`src/rtl/keypad_pkg.sv`:
```
// Shared definitions for the keypad scanner: FSM encoding, default timing
// constants and the row/column to key-code table.
package keypad_pkg;

  localparam int DEF_SCAN_DIV     = 5000;
  localparam int DEF_DEBOUNCE_CNT = 4;

  typedef enum logic [1:0] {
    ST_SCAN      = 2'd0,
    ST_DEB_PRESS = 2'd1,
    ST_HELD      = 2'd2,
    ST_DEB_REL   = 2'd3
  } state_e;

  // Indexed by {row, col}; entry 0 is row 0 / column 0.
  localparam logic [15:0][3:0] KEY_TABLE = {
    4'hD, 4'hF, 4'h0, 4'hE,
    4'hC, 4'h9, 4'h8, 4'h7,
    4'hB, 4'h6, 4'h5, 4'h4,
    4'hA, 4'h3, 4'h2, 4'h1
  };

  function automatic logic [3:0] key_code(input logic [1:0] r, input logic [1:0] c);
    return KEY_TABLE[{r, c}];
  endfunction

endpackage

```
`src/rtl/keypad_sync2.sv`:
```
// Two-flop synchronizer for the asynchronous keypad rows; resets to the
// idle (all released) level so no phantom press follows reset.
module keypad_sync2 (
  input  logic       clk,
  input  logic       reset,
  input  logic [3:0] d,
  output logic [3:0] q
);

  logic [3:0] meta_r;
  logic [3:0] sync_r;

  // Two-stage capture of the raw row levels.
  always_ff @(posedge clk) begin
    if (reset) begin
      meta_r <= 4'b1111;
      sync_r <= 4'b1111;
    end else begin
      meta_r <= d;
      sync_r <= meta_r;
    end
  end

  assign q = sync_r;

endmodule

```
`src/rtl/keypad_scan_debounce.sv`:
```
// 4x4 keypad column scanner with press/release debouncing. One row sample
// is taken per column slot; all decisions happen on that sample cycle.
module keypad_scan_debounce
  import keypad_pkg::*;
#(
  parameter int SCAN_DIV     = DEF_SCAN_DIV,
  parameter int DEBOUNCE_CNT = DEF_DEBOUNCE_CNT
) (
  input  logic       clk,
  input  logic       reset,
  input  logic [3:0] row,
  output logic [3:0] column,
  output logic [3:0] keypad_data,
  output logic       key_valid,
  output logic       interrupt
);

  localparam int SLOT_W = $clog2(SCAN_DIV);
  localparam int CNT_W  = $clog2(DEBOUNCE_CNT + 1);
  localparam logic [SLOT_W-1:0] SLOT_LAST = SLOT_W'(SCAN_DIV - 1);
  localparam logic [CNT_W-1:0]  CNT_LAST  = CNT_W'(DEBOUNCE_CNT - 1);
  localparam logic [CNT_W-1:0]  CNT_ONE   = CNT_W'(1);
  localparam logic [CNT_W-1:0]  CNT_ZERO  = CNT_W'(0);

  logic [3:0]        row_sync_s;
  logic [3:0]        rows_low_s;
  logic              one_low_s;
  logic [1:0]        row_idx_s;
  logic              match_s;
  logic              cand_low_s;
  logic              all_high_s;
  logic              sample_s;
  logic [SLOT_W-1:0] slot_cnt_r;
  logic [CNT_W-1:0]  cnt_r;
  logic [CNT_W-1:0]  cnt_nxt_s;
  logic [1:0]        col_idx_r;
  logic [1:0]        cand_row_r;
  logic [1:0]        cand_col_r;
  logic [3:0]        column_r;
  logic [3:0]        keypad_data_r;
  logic              key_valid_r;
  logic              interrupt_r;
  logic              rotate_s;
  logic              load_cand_s;
  logic              confirm_s;
  logic              release_s;
  state_e            state_r;
  state_e            state_nxt_s;

  keypad_sync2 u_sync (
    .clk   (clk),
    .reset (reset),
    .d     (row),
    .q     (row_sync_s)
  );

  assign sample_s = (slot_cnt_r == SLOT_LAST);

  // Classify the synchronized rows: single low row, its index, release level.
  always_comb begin
    rows_low_s = ~row_sync_s;
    one_low_s  = (rows_low_s != 4'b0000) && ((rows_low_s & (rows_low_s - 4'd1)) == 4'b0000);
    case (rows_low_s)
      4'b0001: row_idx_s = 2'd0;
      4'b0010: row_idx_s = 2'd1;
      4'b0100: row_idx_s = 2'd2;
      4'b1000: row_idx_s = 2'd3;
      default: row_idx_s = 2'd0;
    endcase
    match_s    = one_low_s && (row_idx_s == cand_row_r);
    cand_low_s = ~row_sync_s[cand_row_r];
    all_high_s = (row_sync_s == 4'b1111);
  end

  // State register.
  always_ff @(posedge clk) begin
    if (reset) begin
      state_r <= ST_SCAN;
    end else begin
      state_r <= state_nxt_s;
    end
  end

  // Next-state decision, evaluated only on the sample cycle.
  always_comb begin
    state_nxt_s = state_r;
    if (sample_s) begin
      case (state_r)
        ST_SCAN: begin
          if (one_low_s) state_nxt_s = ST_DEB_PRESS;
          else           state_nxt_s = ST_SCAN;
        end
        ST_DEB_PRESS: begin
          if (!match_s)              state_nxt_s = ST_SCAN;
          else if (cnt_r == CNT_LAST) state_nxt_s = ST_HELD;
          else                       state_nxt_s = ST_DEB_PRESS;
        end
        ST_HELD: begin
          if (!cand_low_s) state_nxt_s = ST_DEB_REL;
          else             state_nxt_s = ST_HELD;
        end
        ST_DEB_REL: begin
          if (all_high_s && (cnt_r == CNT_LAST)) state_nxt_s = ST_SCAN;
          else if (cand_low_s)                   state_nxt_s = ST_HELD;
          else                                   state_nxt_s = ST_DEB_REL;
        end
        default: state_nxt_s = ST_SCAN;
      endcase
    end else begin
      state_nxt_s = state_r;
    end
  end

  // Datapath controls and debounce count for the current sample.
  always_comb begin
    rotate_s    = 1'b0;
    load_cand_s = 1'b0;
    confirm_s   = 1'b0;
    release_s   = 1'b0;
    cnt_nxt_s   = cnt_r;
    if (sample_s) begin
      case (state_r)
        ST_SCAN: begin
          if (one_low_s) begin
            load_cand_s = 1'b1;
            cnt_nxt_s   = CNT_ONE;
          end else begin
            rotate_s  = 1'b1;
            cnt_nxt_s = CNT_ZERO;
          end
        end
        ST_DEB_PRESS: begin
          if (!match_s) begin
            rotate_s  = 1'b1;
            cnt_nxt_s = CNT_ZERO;
          end else if (cnt_r == CNT_LAST) begin
            confirm_s = 1'b1;
            cnt_nxt_s = CNT_ZERO;
          end else begin
            cnt_nxt_s = cnt_r + CNT_ONE;
          end
        end
        ST_HELD: begin
          if (!cand_low_s) cnt_nxt_s = CNT_ONE;
          else             cnt_nxt_s = CNT_ZERO;
        end
        ST_DEB_REL: begin
          if (all_high_s && (cnt_r == CNT_LAST)) begin
            release_s = 1'b1;
            rotate_s  = 1'b1;
            cnt_nxt_s = CNT_ZERO;
          end else if (all_high_s) begin
            cnt_nxt_s = cnt_r + CNT_ONE;
          end else if (cand_low_s) begin
            cnt_nxt_s = CNT_ZERO;
          end else begin
            cnt_nxt_s = cnt_r;
          end
        end
        default: cnt_nxt_s = CNT_ZERO;
      endcase
    end else begin
      cnt_nxt_s = cnt_r;
    end
  end

  // Slot timer, column drive, candidate capture and registered outputs.
  always_ff @(posedge clk) begin
    if (reset) begin
      slot_cnt_r    <= '0;
      cnt_r         <= '0;
      col_idx_r     <= 2'd0;
      column_r      <= 4'b1110;
      cand_row_r    <= 2'd0;
      cand_col_r    <= 2'd0;
      keypad_data_r <= 4'h0;
      key_valid_r   <= 1'b0;
      interrupt_r   <= 1'b0;
    end else begin
      slot_cnt_r <= sample_s ? '0 : slot_cnt_r + 1'b1;
      cnt_r      <= cnt_nxt_s;
      if (rotate_s) begin
        col_idx_r <= col_idx_r + 2'd1;
        column_r  <= {column_r[2:0], column_r[3]};
      end
      if (load_cand_s) begin
        cand_row_r <= row_idx_s;
        cand_col_r <= col_idx_r;
      end
      if (confirm_s) keypad_data_r <= key_code(cand_row_r, cand_col_r);
      if (confirm_s)      key_valid_r <= 1'b1;
      else if (release_s) key_valid_r <= 1'b0;
      interrupt_r <= confirm_s;
    end
  end

  assign column      = column_r;
  assign keypad_data = keypad_data_r;
  assign key_valid   = key_valid_r;
  assign interrupt   = interrupt_r;

endmodule

```
`config.mk`:
```
export PLATFORM = sky130hd
export DESIGN_NAME = keypad_scan_debounce
export DESIGN_NICKNAME = d
export VERILOG_FILES = /design/src/rtl/keypad_pkg.sv /design/src/rtl/keypad_sync2.sv /design/src/rtl/keypad_scan_debounce.sv
export SDC_FILE = /design/constraint.sdc
export NUM_CORES = 1
export LEC_CHECK = 0
export BUFFER_PORTS_ARGS = -buffer_cell sky130_fd_sc_hd__clkbuf_2
export CAP_MARGIN = 0
export CORE_MARGIN = 8
export CORE_UTILIZATION = 45
export CTS_CLUSTER_SIZE = 12
export DETAILED_ROUTE_END_ITERATION = 16
export PLACE_DENSITY_LB_ADDON = 0.12
export SLEW_MARGIN = 30
export SYNTH_ARGS = -nofsm -noshare
export SYNTH_HDL_FRONTEND = slang
export SYNTH_SLANG_ARGS = --single-unit
```
`constraint.sdc`:
```
create_clock -name clk -period 2.3 [get_ports clk]
set_input_delay 0.345 -clock clk [delete_from_list [all_inputs] [get_ports clk]]
set_output_delay 0.345 -clock clk [all_outputs]
set_load 0.02 [all_outputs]
```
==> run summary, run 1 <==
DP Wirelength - 2940 microns
Placer Congestion - 0.783
PwrDens - 518 mW/mm^2
Worst setup EP type - register
Die area - 0.00757 sq mm
Initial antenna violation count - 0
Min setup slack post-route - 0.232 ns
Final worst-path cycle share - 0.899
Fin Hold WS - 0.238 ns
Hold Crit Class - input port to register
Post-synthesis cell count - 239
Delay-heaviest family, CP - compound AO/OA/AOI/OAI gates
Detailed-route DRC error count - 0
Syn Nets - 254
Clk network pwr share - 0.356
CP max stage cell - dfxtp_1
Vias in the first global route - 1,548
Max Cap Viol - 0
RSZ-0062 raised after global routing - no
Synth cell types - 53
CTS max path bufs - 2
Root Driver - clkbuf_8
H-tree depth - 2
Post-DRT Antenna Nets - 0
Post-synth EDFFs - 0
Post-layout util - 0.490
CP Data Required Time - 2.46 ns
Initial core utilization - 0.456
Largest net degree at the start of global routing - 28
Vias/cell - 5.08
Pint - 0.972 mW
Post-CTS Resized - 0
Syn Std Cell Area - 0.00227 sq mm
Critical Path Stages - 6
Relative slew margins - 0.651
Maximum VDD drop - 0.375 mV
Final TNS setup - 0 ns
Die H - 87.0 microns
Cts bufs inserted - 5
TritonCTS clock tree - built
CP max stage delay - 0.53 ns
First-pass GRT wire length - 7110 microns
Layout cells sized above 1 - 0.204
Maximum fanout along the worst path - 11
CP Launch Type - register
Top FF cell, synth - dfxtp_1
Count of final hold-check violations - 0
Fill count - 484
Fin nets - 270
Switching pwr - 0.292 mW
Crit Path Class - register to register
Dpl ws - 0.162 ns
Clk_lat worst skew - 0.29 ns
Crit path DAT - 2.23 ns
Pre-antenna DRT Iters - 4
DR WL/cell - 12.6 microns
Vias post-DR - 1,651
Synthesized flop and latch total - 42
CP bufs+invs - 1
GR Util All Layers - 0.115
Critical path cell sequence - nor3b_1 -> o2111ai_4 -> a2111oi_4 -> buf_4 -> mux2i_1 -> nor2_1
Max-slew violation total from the final report - 0
Core area - 0.00498 sq mm
I/O pins - 16
Most frequent cells in the layout - 42 x dfxtp_1, 34 x nor2_1, 17 x nand2_1
Most common cell after layout, fill and taps aside - dfxtp_1
Final setup fails - 0
Clock Skew - 0.00685 ns
Synth-to-layout area growth - 7.62%
Hold Crit Depth - 2
Gr ovfl total - 0
Clk slew on worst S/H paths - 0.08 ns
Die width - 87.0 microns
Worst-Margin Slew - 0.523 ns
Reg2Reg Depth - 6
Outcome - complete, no violations
Post-synthesis sequential area ratio - 0.371
P_leak - 0.890 nW
Switch share - 0.231
Final Critical Period - 2.07 ns
CTS sink cnt - 42
Sequential Power Share - 0.590
Input/output buffers - 15
Max Clk Rate - 484 MHz
Post-synth ARST share - 0
WL final - 4080 microns
Num rows - 26
Initial DRC count - 93
Avg Cell Area, Syn - 9.49 sq um
Combinational power share - 0.054
Ant. Diodes - 0
Synth Warn # - 0
[cell type report]
cell class,count,area (sq um),area share
Multi-Input combinational cell,175,1270,0.519
Sequential cell,42,841,0.345
Timing Repair Buffer,22,128,0.0523
Tap cell,70,87.6,0.0359
Clock buffer,5,68.8,0.0282
Inverter,9,33.8,0.0138
Clock inverter,2,15.0,0.00615
[synthesized netlist by cell type, drive strengths merged, types with 3 or more instances]
cell type | number | area share
dfxtp | 42 | 0.37
nor2 | 34 | 0.056
nand2 | 17 | 0.028
a21oi | 14 | 0.031
mux2i | 10 | 0.044
ha | 9 | 0.050
inv | 9 | 0.015
nand3 | 9 | 0.022
xor2 | 9 | 0.035
clkbuf | 8 | 0.030
or2 | 8 | 0.022
nand2b | 7 | 0.019
buf | 5 | 0.026
nand4 | 5 | 0.014
o21ai | 5 | 0.011
xnor2 | 5 | 0.019
and3 | 4 | 0.011
a211oi | 3 | 0.0099
mux2 | 3 | 0.015
[layer usage]
layer  wire length, microns  global-route usage  share of wire  vias to the layer above
li1                       -                   -              -                      865
met1                   2100               0.150           0.52                      758
met2                   1790               0.174           0.44                       26
met3                    160              0.0292          0.039                        2
met4                     27              0.0469         0.0066                        0
met5                      0                   0              0                        -
[metrics by stage]
step / total power [mW] / instance area, sq um / std cells
2_1_floorplan: 0.819 / 2270 / 239
3_3_place_gp: 0.831 / 2350 / 317
3_5_place_dp: 0.831 / 2350 / 317
4_1_cts: 1.28 / 2430 / 324
5_1_grt: 1.32 / 2440 / 325
6_report: 1.26 / 2440 / 325
[final timing paths]
check | slack (ns) | startpoint | to
worst min-delay path | 0.24 | row[2] | u_sync.meta_r[2]
worst max register to register | 0.23 | u_sync.q[3] | keypad_data[0]
worst max-delay path | 0.23 | u_sync.q[3] | keypad_data[0]
worst min register to register | 0.41 | u_sync.meta_r[3] | u_sync.q[3]
[registers in the layout (all words and copies together) (netlist names)]
register	cells
slot_cnt_r	13
column	4
keypad_data	4
u_sync.meta_r	4
u_sync.q	4
cnt_r	3
cand_col_r	2
cand_row_r	2
col_idx_r	2
state_r	2
interrupt	1
key_valid	1
[cell families after synthesis]
group / Yosys count / share of synthesized area
and+or+nand+nor: 101 / 0.241
AOI/OAI and AO/OA: 36 / 0.133
muxes: 15 / 0.0806
xor gates and xnor gates: 14 / 0.0541
adders and majority gates: 9 / 0.0497
buffers and inverters: 22 / 0.0706
DFF: 42 / 0.371
[power groups by stage]
| stage | registers, mW | logic [mW] | clock network (mW) |
|---|---|---|---|
| CTS | 0.746 | 0.0682 | 0.471 |
| floorplan | 0.759 | 0.0600 | 0 |
| finish | 0.746 | 0.0680 | 0.450 |
| global route | 0.747 | 0.0759 | 0.496 |
| global placement | 0.763 | 0.0677 | 0 |
| detailed placement | 0.763 | 0.0680 | 0 |
[worst reg2reg max path, delay by kind of cell, from the launching register on]
family / cells / cell delay [ns]
mux: 1 / 0.18
buf+inv: 1 / 0.20
flops: 1 / 0.53
compound gates: 2 / 0.60
simple gates: 2 / 0.43
[repair_timing]
action / 4_1_cts / 5_1_grt
endpoints found under the setup margin: 0 / 1
hold buffers: 0 / 0
hold endpoints to repair: 0 / 0
setup buffers: 0 / 1
Note: power is estimated with default switching activity, not from simulation.
==> run 2, diff against run 1 <==
--- a/config.mk
+++ b/config.mk
@@ -5,7 +5,7 @@
 export SDC_FILE = /design/constraint.sdc
 export NUM_CORES = 1
 export LEC_CHECK = 0
-export BUFFER_PORTS_ARGS = -buffer_cell sky130_fd_sc_hd__clkbuf_2
+export BUFFER_PORTS_ARGS = -buffer_cell sky130_fd_sc_hd__buf_2
 export CAP_MARGIN = 0
 export CORE_MARGIN = 8
 export CORE_UTILIZATION = 45
==> run 2 against run 1 <==
  * Global-route usage increased by 0.60 points
  * Largest power group unchanged
  * Maximum frequency about the same
  * Core utilization about the same
  * Critical endpoint unchanged
  * Sequential cell count unchanged
==> run summary, run 2 (synthesized netlist as in run 1, its figures left out) <==
Switch share - 0.242 (was 0.231)
Post-CTS setup buffers - 0 (unchanged)
Initial antenna violation count - 0 (unchanged)
Sequential Power Share - 0.578 (was 0.590)
CP max stage cell - dfxtp_1 (unchanged)
PwrDens - 529 mW/mm^2 (was 518 mW/mm^2)
Met3 WL - 123 microns (was 160 microns)
Final TNS setup - 0 ns (unchanged)
CTS sink cnt - 42 (unchanged)
Cts bufs inserted - 5 (unchanged)
Worst setup EP type - register (unchanged)
Highest metal used - met4 (unchanged)
I/O pins - 16 (unchanged)
WL met1 - 2110 microns (was 2100 microns)
Clk slew on worst S/H paths - 0.09 ns (was 0.08 ns)
Num rows - 26 (unchanged)
Max Clk Rate - 484 MHz (about the same)
Final setup fails - 0 (unchanged)
Crit Path Class - register to register (unchanged)
Die H - 87.0 microns (unchanged)
Clk network pwr share - 0.370 (was 0.356)
Switching pwr - 0.312 mW (was 0.292 mW)
Count of final hold-check violations - 0 (unchanged)
First-pass GRT wire length - 7540 microns (was 7110 microns)
Hold Startpoint - row[3] (was row[2])
Hold Crit Depth - 2 (unchanged)
Gr ovfl total - 0 (unchanged)
Crit path DAT - 2.24 ns (was 2.23 ns)
Critical R2R Launch - u_sync.q[3] (unchanged)
Delay-heaviest family, CP - compound AO/OA/AOI/OAI gates (unchanged)
Max FFs per register - 13 (unchanged)
Outcome - complete, no violations (unchanged)
CP Launch Type - register (unchanged)
Final total power - 1.29 mW (was 1.26 mW)
Die width - 87.0 microns (unchanged)
CP max stage delay - 0.54 ns (was 0.53 ns)
Pre-antenna DRT Iters - 4 (unchanged)
WL final - 4070 microns (was 4080 microns)
Cts-stage hold buffer count - 0 (unchanged)
Vias in the first global route - 1,657 (was 1,548)
Detailed-route DRC error count - 0 (unchanged)
RSZ-0062 raised after global routing - no (unchanged)
CTS max path bufs - 2 (unchanged)
Clock Skew - 0.0112 ns (was 0.00685 ns)
Hold Crit Class - input port to register (unchanged)
Pint - 0.977 mW (was 0.972 mW)
Post-CTS Resized - 0 (unchanged)
DR WL met2 - 1790 microns (about the same)
Relative slew margins - 0.625 (was 0.651)
Fin nets - 269 (was 270)
Vias/cell - 5.08 (unchanged)
Core area - 0.00498 sq mm (unchanged)
Clk_lat worst skew - 0.29 ns (about the same)
TritonCTS clock tree - built (unchanged)
Ant. Diodes - 0 (unchanged)
Largest net degree at the start of global routing - 36 (was 28)
Final worst-path cycle share - 0.899 (about the same)
Fill count - 502 (was 484)
Critical path cell sequence - nor3b_1 -> o2111ai_4 -> a2111oi_4 -> buf_4 -> mux2i_1 -> nor2_1 (unchanged)
Combinational power share - 0.051 (was 0.054)
CP bufs+invs - 1 (unchanged)
Worst-Margin Slew - 0.562 ns (was 0.523 ns)
Post-DRT Antenna Nets - 0 (unchanged)
Most common cell after layout, fill and taps aside - dfxtp_1 (unchanged)
Maximum VDD drop - 0.227 mV (was 0.375 mV)
P_leak - 0.895 nW (was 0.890 nW)
Max-slew violation total from the final report - 0 (unchanged)
Worst Hold Path EP - u_sync.meta_r[3] (was u_sync.meta_r[2])
Layout cells sized above 1 - 0.204 (unchanged)
Synth-to-layout area growth - 7.56% (was 7.62%)
DP Wirelength - 2870 microns (was 2940 microns)
CP Data Required Time - 2.47 ns (was 2.46 ns)
Final Critical Period - 2.07 ns (about the same)
DR WL/cell - 12.5 microns (was 12.6 microns)
Vias post-DR - 1,651 (unchanged)
Reg2reg end - keypad_data[0] (unchanged)
Initial core utilization - 0.456 (unchanged)
H-tree depth - 2 (unchanged)
Max Cap Viol - 0 (unchanged)
Reg2Reg Depth - 6 (unchanged)
Reg-to-reg slack, setup - 0.23 ns (about the same)
Maximum fanout along the worst path - 11 (unchanged)
Top reg by flops - slot_cnt_r (unchanged)
Placer Congestion - 0.771 (was 0.783)
GR Util All Layers - 0.121 (was 0.115)
Initial DRC count - 84 (was 93)
Die area - 0.00757 sq mm (unchanged)
Root Driver - clkbuf_8 (unchanged)
Input/output buffers - 15 (unchanged)
Most frequent cells in the layout - 42 x dfxtp_1, 34 x nor2_1, 17 x nand2_1 (unchanged)
[run 2: cell count changes in the layout (fill, tap and decap cells not counted)]
cell,delta
buf_2,+15
buf_4,-1
clkbuf_2,-15
clkinv_2,+1
clkinv_4,+1
clkinvlp_4,-1
[run 2: how the worst max path moves through the flow]
stage / start / end / slack [ns] / depth (start not counted)
3_5_place_dp: cand_row_r[0] / keypad_data[0] / 0.16 / 5
2_1_floorplan: u_sync.q[2] / col_idx_r[0] / 0.41 / 6
4_1_cts: cand_row_r[0] / keypad_data[0] / 0.13 / 5
3_3_place_gp: cand_row_r[0] / keypad_data[0] / 0.20 / 5
6_report: u_sync.q[3] / keypad_data[0] / 0.23 / 6
5_1_grt: u_sync.q[3] / keypad_data[0] / 0.03 / 6
[run 2: layer usage]
| layer | vias up | track usage |
|---|---|---|
| met2 | 24 | 0.189 |
| met5 | - | 0 |
| met1 | 759 | 0.160 |
| li1 | 863 | - |
| met3 | 5 | 0.0283 |
| met4 | 0 | 0.0329 |
[run 2: power by group through the flow]
stage,Sequential (mW),Combinational (mW),Clock (mW)
6_report,0.746,0.0663,0.477
3_5_place_dp,0.763,0.0668,0
2_1_floorplan,0.759,0.0600,0
5_1_grt,0.748,0.0771,0.529
4_1_cts,0.746,0.0669,0.499
3_3_place_gp,0.763,0.0659,0
[run 2: final cells by class]
class                           count  area (sq um)  share of cell area
Clock buffer                        5          68.8              0.0282
Sequential cell                    42           841               0.345
Multi-Input combinational cell    175          1270               0.519
Clock inverter                      3          21.3             0.00872
Tap cell                           70          87.6              0.0359
Inverter                            9          33.8              0.0139
Timing Repair Buffer               21           120              0.0493
[run 2: per-stage QoR]
step | util | worst slack, ns | area (sq um) | hold slack (ns) | cells
2_1_floorplan | - | 0.407 | 2270 | 0.389 | 239
3_3_place_gp | 0.470 | 0.202 | 2340 | 0.396 | 316
3_5_place_dp | 0.470 | 0.161 | 2340 | 0.394 | 316
4_1_cts | 0.488 | 0.135 | 2430 | 0.216 | 324
5_1_grt | 0.490 | 0.0258 | 2440 | 0.219 | 325
6_report | 0.490 | 0.233 | 2440 | 0.227 | 325
